### src/rtl/can_tx_fifo_if.sv
// Host/transmitter-facing signal bundle of the CAN FD transmit frame FIFO.
// The master side is the host and bit-stream transmitter. The slave side is the FIFO.
interface can_tx_fifo_if #(
  parameter int INFO_LOG2 = 4
);
  logic                 reset_mode;
  logic                 wr;
  logic [31:0]          data_in;
  logic                 commit;
  logic                 discard;
  logic                 clr_overflow;
  logic                 rd;
  logic                 tx_done;
  logic                 abort;
  logic                 tx_retry;
  logic [31:0]          data_out;
  logic [4:0]           frame_len;
  logic                 tx_request;
  logic [INFO_LOG2:0]   frame_cnt;
  logic                 tx_full;
  logic                 overflow;

  modport master (
    output reset_mode, wr, data_in, commit, discard, clr_overflow,
           rd, tx_done, abort, tx_retry,
    input  data_out, frame_len, tx_request, frame_cnt, tx_full, overflow
  );

  modport slave (
    input  reset_mode, wr, data_in, commit, discard, clr_overflow,
           rd, tx_done, abort, tx_retry,
    output data_out, frame_len, tx_request, frame_cnt, tx_full, overflow
  );
endinterface

### src/rtl/can_tx_fifo.sv
// Transmit frame FIFO: the host builds frames word by word and commits them whole.
// The transmitter walks the head frame, then releases it or rewinds it for a retry.
module can_tx_fifo #(
  parameter int DEPTH_LOG2 = 6,
  parameter int INFO_LOG2  = 4,
  parameter int MAX_WORDS  = 18
) (
  input  logic         clk,
  input  logic         rst,
  can_tx_fifo_if.slave bus
);

  localparam int DEPTH      = 1 << DEPTH_LOG2;
  localparam int INFO_DEPTH = 1 << INFO_LOG2;
  localparam int CW         = DEPTH_LOG2 + 1;
  localparam int FW         = INFO_LOG2 + 1;
  localparam logic [CW-1:0] FULL_CNT  = CW'(DEPTH);
  localparam logic [FW-1:0] QUEUE_MAX = FW'(INFO_DEPTH);
  localparam logic [4:0]    MAXW      = 5'(MAX_WORDS);

  logic [31:0] mem    [DEPTH];
  logic [4:0]  lenMem [INFO_DEPTH];

  logic [DEPTH_LOG2-1:0] wrPtr_q, wrPtr_d;
  logic [DEPTH_LOG2-1:0] openStart_q, openStart_d;
  logic [DEPTH_LOG2-1:0] headPtr_q, headPtr_d;
  logic [4:0]            wordIdx_q, wordIdx_d;
  logic [CW-1:0]         wordCnt_q, wordCnt_d;
  logic [4:0]            openLen_q, openLen_d;
  logic                  openBad_q, openBad_d;
  logic [INFO_LOG2-1:0]  lenRd_q, lenRd_d;
  logic [INFO_LOG2-1:0]  lenWr_q, lenWr_d;
  logic [FW-1:0]         frameCnt_q, frameCnt_d;
  logic                  overflow_q, overflow_d;

  logic                  clear;
  logic                  frameValid;
  logic [4:0]            headLen;
  logic                  txFull;
  logic                  queueFull;
  logic                  relHead;
  logic                  retryHead;
  logic                  rdAdv;
  logic                  hostBusy;
  logic                  wrAcc;
  logic                  wrDrop;
  logic                  commitOk;
  logic                  commitDrop;
  logic                  dropOpen;
  logic [4:0]            rdOff;
  logic [DEPTH_LOG2-1:0] rdAddr;

  always_comb begin
    clear      = rst | bus.reset_mode;
    frameValid = (frameCnt_q != '0);
    headLen    = frameValid ? lenMem[lenRd_q] : 5'd0;
    txFull     = (wordCnt_q == FULL_CNT);
    queueFull  = (frameCnt_q == QUEUE_MAX);
    relHead    = (bus.tx_done | bus.abort) & frameValid;
    retryHead  = bus.tx_retry & frameValid & ~relHead;
    rdAdv      = bus.rd & frameValid & ~relHead & ~retryHead & (wordIdx_q < headLen);
    hostBusy   = bus.commit | bus.discard;
    // A release in the same cycle frees at least one word, so a write is safe even when full.
    wrAcc      = bus.wr & ~hostBusy & (~txFull | relHead) & (openLen_q < MAXW);
    wrDrop     = bus.wr & ~hostBusy & ~wrAcc;
    commitOk   = bus.commit & ~openBad_q & (openLen_q != 5'd0) & ~queueFull;
    commitDrop = bus.commit & (openBad_q | (queueFull & (openLen_q != 5'd0)));
    dropOpen   = commitDrop | (bus.discard & ~bus.commit);
    // Past the last word the read stays on it, so uncommitted data never shows.
    rdOff      = (wordIdx_q < headLen) ? wordIdx_q : (headLen - 5'd1);
    rdAddr     = headPtr_q + DEPTH_LOG2'(rdOff);
  end

  always_comb begin
    wrPtr_d     = wrPtr_q;
    openStart_d = openStart_q;
    headPtr_d   = headPtr_q;
    wordIdx_d   = wordIdx_q;
    openLen_d   = openLen_q;
    openBad_d   = openBad_q;
    lenRd_d     = lenRd_q;
    lenWr_d     = lenWr_q;
    overflow_d  = overflow_q;

    if (wrAcc) begin
      wrPtr_d   = wrPtr_q + 1'b1;
      openLen_d = openLen_q + 5'd1;
    end
    if (commitOk) begin
      openStart_d = wrPtr_q;
      openLen_d   = 5'd0;
      lenWr_d     = lenWr_q + 1'b1;
    end
    if (dropOpen) begin
      wrPtr_d   = openStart_q;
      openLen_d = 5'd0;
      openBad_d = 1'b0;
    end else if (wrDrop) begin
      openBad_d = 1'b1;
    end

    if (relHead) begin
      headPtr_d = headPtr_q + DEPTH_LOG2'(headLen);
      wordIdx_d = 5'd0;
      lenRd_d   = lenRd_q + 1'b1;
    end else if (retryHead) begin
      wordIdx_d = 5'd0;
    end else if (rdAdv) begin
      wordIdx_d = wordIdx_q + 5'd1;
    end

    wordCnt_d  = wordCnt_q + CW'(wrAcc)
               - (dropOpen ? CW'(openLen_q) : '0)
               - (relHead ? CW'(headLen) : '0);
    frameCnt_d = frameCnt_q + FW'(commitOk) - FW'(relHead);

    if (commitDrop) begin
      overflow_d = 1'b1;
    end else if (bus.clr_overflow) begin
      overflow_d = 1'b0;
    end
  end

  always_ff @(posedge clk) begin
    if (clear) begin
      wrPtr_q     <= '0;
      openStart_q <= '0;
      headPtr_q   <= '0;
      wordIdx_q   <= '0;
      wordCnt_q   <= '0;
      openLen_q   <= '0;
      openBad_q   <= 1'b0;
      lenRd_q     <= '0;
      lenWr_q     <= '0;
      frameCnt_q  <= '0;
      overflow_q  <= 1'b0;
    end else begin
      wrPtr_q     <= wrPtr_d;
      openStart_q <= openStart_d;
      headPtr_q   <= headPtr_d;
      wordIdx_q   <= wordIdx_d;
      wordCnt_q   <= wordCnt_d;
      openLen_q   <= openLen_d;
      openBad_q   <= openBad_d;
      lenRd_q     <= lenRd_d;
      lenWr_q     <= lenWr_d;
      frameCnt_q  <= frameCnt_d;
      overflow_q  <= overflow_d;
    end
  end

  // Storage is never cleared; reset only makes old contents unreachable.
  always_ff @(posedge clk) begin
    if (wrAcc && !clear) begin
      mem[wrPtr_q] <= bus.data_in;
    end
    if (commitOk && !clear) begin
      lenMem[lenWr_q] <= openLen_q;
    end
  end

  assign bus.data_out   = frameValid ? mem[rdAddr] : 32'd0;
  assign bus.frame_len  = headLen;
  assign bus.tx_request = frameValid;
  assign bus.frame_cnt  = frameCnt_q;
  assign bus.tx_full    = txFull;
  assign bus.overflow   = overflow_q;

endmodule

### src/flat_wrapper.sv
// flat-port wrapper written by rule: the top's interface ports become plain ports
module can_tx_fifo_flat 
#(
  parameter int DEPTH_LOG2 = 6,
  parameter int INFO_LOG2  = 4,
  parameter int MAX_WORDS  = 18
)
  (clk, rst, bus_reset_mode, bus_wr, bus_data_in, bus_commit, bus_discard, bus_clr_overflow, bus_rd, bus_tx_done, bus_abort, bus_tx_retry, bus_data_out, bus_frame_len, bus_tx_request, bus_frame_cnt, bus_tx_full, bus_overflow);
  can_tx_fifo_if #(.INFO_LOG2(INFO_LOG2)) bus_i ();
  input  logic clk;
  input  logic rst;
  input wire logic [$bits(bus_i.reset_mode)-1:0] bus_reset_mode;
  input wire logic [$bits(bus_i.wr)-1:0] bus_wr;
  input wire logic [$bits(bus_i.data_in)-1:0] bus_data_in;
  input wire logic [$bits(bus_i.commit)-1:0] bus_commit;
  input wire logic [$bits(bus_i.discard)-1:0] bus_discard;
  input wire logic [$bits(bus_i.clr_overflow)-1:0] bus_clr_overflow;
  input wire logic [$bits(bus_i.rd)-1:0] bus_rd;
  input wire logic [$bits(bus_i.tx_done)-1:0] bus_tx_done;
  input wire logic [$bits(bus_i.abort)-1:0] bus_abort;
  input wire logic [$bits(bus_i.tx_retry)-1:0] bus_tx_retry;
  output wire logic [$bits(bus_i.data_out)-1:0] bus_data_out;
  output wire logic [$bits(bus_i.frame_len)-1:0] bus_frame_len;
  output wire logic [$bits(bus_i.tx_request)-1:0] bus_tx_request;
  output wire logic [$bits(bus_i.frame_cnt)-1:0] bus_frame_cnt;
  output wire logic [$bits(bus_i.tx_full)-1:0] bus_tx_full;
  output wire logic [$bits(bus_i.overflow)-1:0] bus_overflow;
  assign bus_i.reset_mode = bus_reset_mode;
  assign bus_i.wr = bus_wr;
  assign bus_i.data_in = bus_data_in;
  assign bus_i.commit = bus_commit;
  assign bus_i.discard = bus_discard;
  assign bus_i.clr_overflow = bus_clr_overflow;
  assign bus_i.rd = bus_rd;
  assign bus_i.tx_done = bus_tx_done;
  assign bus_i.abort = bus_abort;
  assign bus_i.tx_retry = bus_tx_retry;
  assign bus_data_out = bus_i.data_out;
  assign bus_frame_len = bus_i.frame_len;
  assign bus_tx_request = bus_i.tx_request;
  assign bus_frame_cnt = bus_i.frame_cnt;
  assign bus_tx_full = bus_i.tx_full;
  assign bus_overflow = bus_i.overflow;
  can_tx_fifo #(.DEPTH_LOG2(DEPTH_LOG2), .INFO_LOG2(INFO_LOG2), .MAX_WORDS(MAX_WORDS)) u_core (.clk(clk), .rst(rst), .bus(bus_i));
endmodule
### config.mk
export PLATFORM = sky130hd
export DESIGN_NAME = can_tx_fifo_flat
export DESIGN_NICKNAME = d
export VERILOG_FILES = /design/src/rtl/can_tx_fifo_if.sv /design/src/rtl/can_tx_fifo.sv /design/src/flat_wrapper.sv
export SDC_FILE = /design/constraint.sdc
export NUM_CORES = 2
export LEC_CHECK = 0
export CAP_MARGIN = 30
export CORE_ASPECT_RATIO = 1.75
export CORE_MARGIN = 2
export CORE_UTILIZATION = 60
export CTS_CLUSTER_SIZE = 40
export DETAILED_ROUTE_END_ITERATION = 6
export HOLD_SLACK_MARGIN = 0.12
export PLACE_DENSITY_LB_ADDON = 0.3
export SETUP_SLACK_MARGIN = 0.5
export SYNTH_ARGS = -nofsm -noshare
export SYNTH_HDL_FRONTEND = slang
export SYNTH_SLANG_ARGS = --single-unit
### constraint.sdc
create_clock -name clk -period 14.34 [get_ports clk]
set_input_delay 1.434 -clock clk [delete_from_list [all_inputs] [get_ports clk]]
set_output_delay 1.434 -clock clk [all_outputs]
set_load 0.01 [all_outputs]
**Yosys cells after proc, flatten, opt, wreduce, memory -nomap -nowiden**

Memory sizes are Yosys's and may differ from the RTL's. A register that Yosys moved wholly into a read port is not among the register bits.
Cells that the tools add are included.
Widths: inputs -> output; s select.

- Output and inout port bits: 45
- ROM bits: 0
- RAM bits: 2128
- Logic and storage cells: 86
- Bits in registers: 50
- Latch bits: 0
- Memories kept: 2
- Bits of input ports: 43

Memories:

| name | words | width | rd ports | clocked after Yosys merged registers in | write ports | line | RTL |
|---|---|---|---|---|---|---|---|
| u_core.mem | 64 | 32 | 1 | 0 | 1 | can_tx_fifo.sv:21 | `logic [31:0] mem [DEPTH];` |
| u_core.lenMem | 16 | 5 | 1 | 1 | 1 | can_tx_fifo.sv:22 | `logic [4:0] lenMem [INFO_DEPTH];` |

- Add/sub/neg operators: 13
- Reductions and logical operators: 10
- Eq/ne operators: 2
- Shift-type cells: 0
- Muxes and demuxes: 15
- Divide/modulo/power cells: 0
- Multiply operators: 0
- $lt $le $gt $ge: 2
- Bitwise gates (word level): 31

Operator list:

| operator | number |
|---|---|
| $mux 32 | 1 |
| $mux 5 | 4 |
| $and 1x1->1 | 17 |
| $sub 7x7->7 | 2 |
| $add 6x5->6 | 2 |
| $mux 6 | 2 |
| $add 5x1->5 const B | 2 |
| $reduce_bool 5->1 | 2 |
| $add 4x1->4 const B | 2 |
| $mux 4 | 2 |
| $not 1->1 | 8 |
| $add 7x1->7 | 1 |
| $eq 7x7->1 const B | 1 |
| $add 6x1->6 const B | 1 |
| $mux 1 | 6 |
| $or 1x1->1 | 6 |
| $reduce_or 3->1 | 2 |
| $add 5x1->5 | 1 |
| $eq 5x5->1 const B | 1 |
| $lt 5x5->1 | 1 |
| $lt 5x5->1 const B | 1 |
| $sub 5x1->5 | 1 |
| $sub 5x1->5 const B | 1 |
| $reduce_bool 2->1 | 2 |
| other kinds (3) | 4 |

**Depth between registers and ports, before layout**

- Word-level depth: 8
- Depth in mapped cells: 21

**Worst setup path before layout**

Ideal clock, no wire load.

- Kind: register to output
- Start: register (tool-made name)
- End: output bus_data_out[10]
- Cell stages (with the launch flop): 19
- Slack: 7617 ps
- Path buffers: 4
- Arrival time: 5289 ps
- Cells stage by stage: dfxtp_1 -> buf_6 -> mux4_2 -> mux4_2 -> nand2_2 -> ha_1 -> a21oi_1 -> nor2_1 -> a2111oi_2 -> a21boi_4 -> mux2i_1 -> fa_1 -> clkbuf_1 -> clkbuf_1 -> buf_1 -> mux4_2 -> mux4_2 -> mux2i_1 -> o22ai_1

RTL lines:

| item | line | RTL |
|---|---|---|
| end, declared | flat_wrapper.sv:22 | `output wire logic [$bits(bus_i.data_out)-1:0] bus_data_out;` |

==> impl_metrics.toml <==
[setup_path]
cp.required_ns = 12.91
critical_path.cell_chain = "mux4_2 -> mux2i_1 -> mux2_1 -> or2_1 -> ha_1 -> nand2_1 -> nor2_1 -> a2111oi_2 -> a21boi_4 -> mux2i_1 -> fa_4 -> buf_4 -> buf_4 -> mux4_2 -> mux4_2 -> mux2i_1 -> o22ai_1 -> clkdlybuf4s50_1"
cp-end-kind = "output port"
critPathArrivalTime_ns = 9.54
critPathSlowestCell = "fa_4"
reg2reg_from = "u_core.bus.frame_cnt[2]"
critPathKind = "reg -> out"
slowest_delay_ns = 1.42
startpoint_type = "flip-flop"
path_max_fanout = 53

[synthesis]
yosysTopAreaCell = "edfxtp_1"
netlist_instances = 3552
ys_ff_latch = 2182
synthArstFlopShare_pct = 0
synth_edf_count = 2128
synth_cell_types = 62
synth_top_area_share_pct = 75.8
postSynthNetCount = 3645
yosysSeqAreaShare_pct = 77.1
synthTopCellsByArea = "edfxtp_1, mux4_2, dfxtp_1"
syn_area_sq_um = 84300
yosysWarnings = 0
ys.flop_type = "edfxtp_1"
synth_area_per_cell_sq_um = 23.7

[clock_network]
postCtsSetupRepairBufs = 0
worst_skew_pair.late_latency_ns = 0.80
ctsHoldBuffers = 0
numClockSinks = 2182
numCtsBuffers = 175
ctsRootBufferMaster = "clkbuf_16"
path_clk_slew_ns = 0.07
clockBufferDepth = 3
htree_levels = 4
cts_resized = 0
cts_tree = "yes"

[route]
antenna_left = 0
avgViaCountPerCell = 7.00
vias = 40270
drt_iter0_drc = 5636
wl_microns = 223000
drt_pass1_iterations = 5
drc = 0
wl_per_cell_microns = 38.8

[grt]
overflow = 0
grt_pass1_wl_microns = 310000
grt_max_degree = 129
antenna_found_initial = 12
track_usage_pct = 31.6
first_global_vias = 41363

[timing]
finalSetupViolations = 0
skew_ns = 0.0238
finalHoldViolCount = 0
rsz0062_at_grt = "no"
fmaxAchievable_mhz = 91.1
finalCritPeriodShare_pct = 76.5
period_minus_slack_ns = 10.98
slew_headroom_pct = 28.3
fin_setup_tns_ns = 0
slew_viol_final = 0
worstMarginPinSlew_ns = 1.08

[final_layout]
final_nets = 3860
multi_input_area_sq_um = 18900
drive_above_1_share_pct = 30.0
final_cells = 5755
finish.instance_area_sq_um = 94300
fillCellCount = 8270
seqCellArea_sq_um = 65000
area_growth_pct = 11.9

[floorplanning]
die_w_microns = 287
io_pins = 88
coreArea_sq_um = 140000
initial_core_util_pct = 60.2
die_area_sq_um = 144000
rows = 182
die_h_microns = 500

[placement]
dpl_cell_area_sq_um = 88200
portBuffers = 87
dp_cells = 5412
place_congestion = 0.873
dp_hpwl_microns = 117000

[hold_path]
min-delay-start = "u_core.headPtr_q[2]"
hp-class = "reg -> reg"

[outcome]
status = "completed"

[run]
cap_violations = 0
-- per-layer routing --
metal  up-vias  GRT usage (%)  share of wire [%]
met2      2839           53.0                 52
li1      15576              -                  -
met4         4           19.2                7.2
met1     21206           37.8                 32
met3       645           6.75                9.5
met5         -              0             0.0090
-- through the flow --
stage / hold WS, ns / utilization, % / setup slack (ns)
2_1_floorplan: 0.451 / - / 7.62
3_5_place_dp: 0.485 / 63.0 / 4.27
6_report: 0.493 / 67.4 / 3.36
5_1_grt: 0.504 / 67.4 / 3.08
3_3_place_gp: 0.472 / 62.8 / 4.25
4_1_cts: 0.496 / 67.1 / 3.33
-- kinds of logic after synthesis --
kind of cell	count (synthesis)	share of synthesized area [%]
DFF	2182	77.1
muxes	745	18.7
buffers and inverters	224	1.10
and+or+nand+nor	221	1.19
AOI/OAI and AO/OA	103	0.800
adders and majority gates	50	0.822
xor gates and xnor gates	27	0.289
-- sequential cells by signal (all words and copies together), names as in the netlist, named ones only --
register	count
u_core.bus.frame_cnt	5
u_core.bus.overflow	1
u_core.headPtr_q	6
u_core.lenMem	80
u_core.lenRd_q	4
u_core.lenWr_q	4
u_core.mem	2048
u_core.openBad_q	1
u_core.openLen_q	5
u_core.openStart_q	6
u_core.wordCnt_q	7
u_core.wordIdx_q	5
u_core.wrPtr_q	6
-- layout make-up --
class | instances | share of cell area [%]
sequential | 2182 | 68.9
multi-input combinational | 1146 | 20.1
clock buffer | 202 | 4.86
tap | 1840 | 2.44
timing repair buffer | 218 | 2.30
clock inverter | 118 | 1.27
inverter | 44 | 0.175
antenna | 5 | 0.0133
-- placed cells by master (no fill, tap or decap), drive strengths merged, types with 3 or more instances in the layout --
cell	count
clkbuf	202
o21bai	3
nor2	126
or4	3
xnor2	17
diode	5
fa	9
clkdlybuf4s50	55
nand4	4
and2	12
or2	3
or3	5
o31ai	3
clkinvlp	10
nand2b	3
xor2	10
o21ai	9
nor3	7
mux2	5
and3	4
buf	163
ha	41
bufinv	21
mux4	663
clkinv	78
o22ai	33
edfxtp	2128
nand3	8
inv	53
mux2i	77
a21oi	31
a21o	5
nand3b	5
dfxtp	54
nand2	34
-- critical path, delay by kind of cell, from the launching register on --
kind / cells / cell delay, ns
flops: 1 / 0.93
simple gates: 3 / 0.35
mux: 7 / 2.88
compound gates: 3 / 0.98
buf+inv: 3 / 1.84
fa+ha+maj: 2 / 1.71
-- path summary, 6_finish.rpt --
path         cells after the start  slack (ns)                   to
max reg2reg                     12        9.34   u_core.mem[42][30]
min reg2reg                      2        0.49  u_core.headPtr_q[2]
max                             18        3.36     bus_data_out[28]
min                              2        0.49  u_core.headPtr_q[2]
-- Yosys cell counts (all sizes together) (2+ instances only) --
master / count
a21boi: 2
a21o: 5
a21oi: 31
a221oi: 2
a22oi: 2
a41oi: 2
and2: 12
and3: 4
buf: 96
clkbuf: 84
dfxtp: 54
edfxtp: 2128
fa: 9
ha: 41
inv: 44
mux2: 5
mux2i: 77
mux4: 663
nand2: 34
nand2b: 3
nand3: 8
nand3b: 5
nand4: 4
nor2: 126
nor3: 7
o21a: 2
o21ai: 9
o21bai: 3
o22ai: 33
o31ai: 3
or2: 3
or3: 5
or3b: 2
or4: 3
or4b: 2
xnor2: 17
xor2: 10
Power is left out: the tool's default activity adds up to more than one toggle a clock period on the data nets, which glitch-free logic cannot reach.
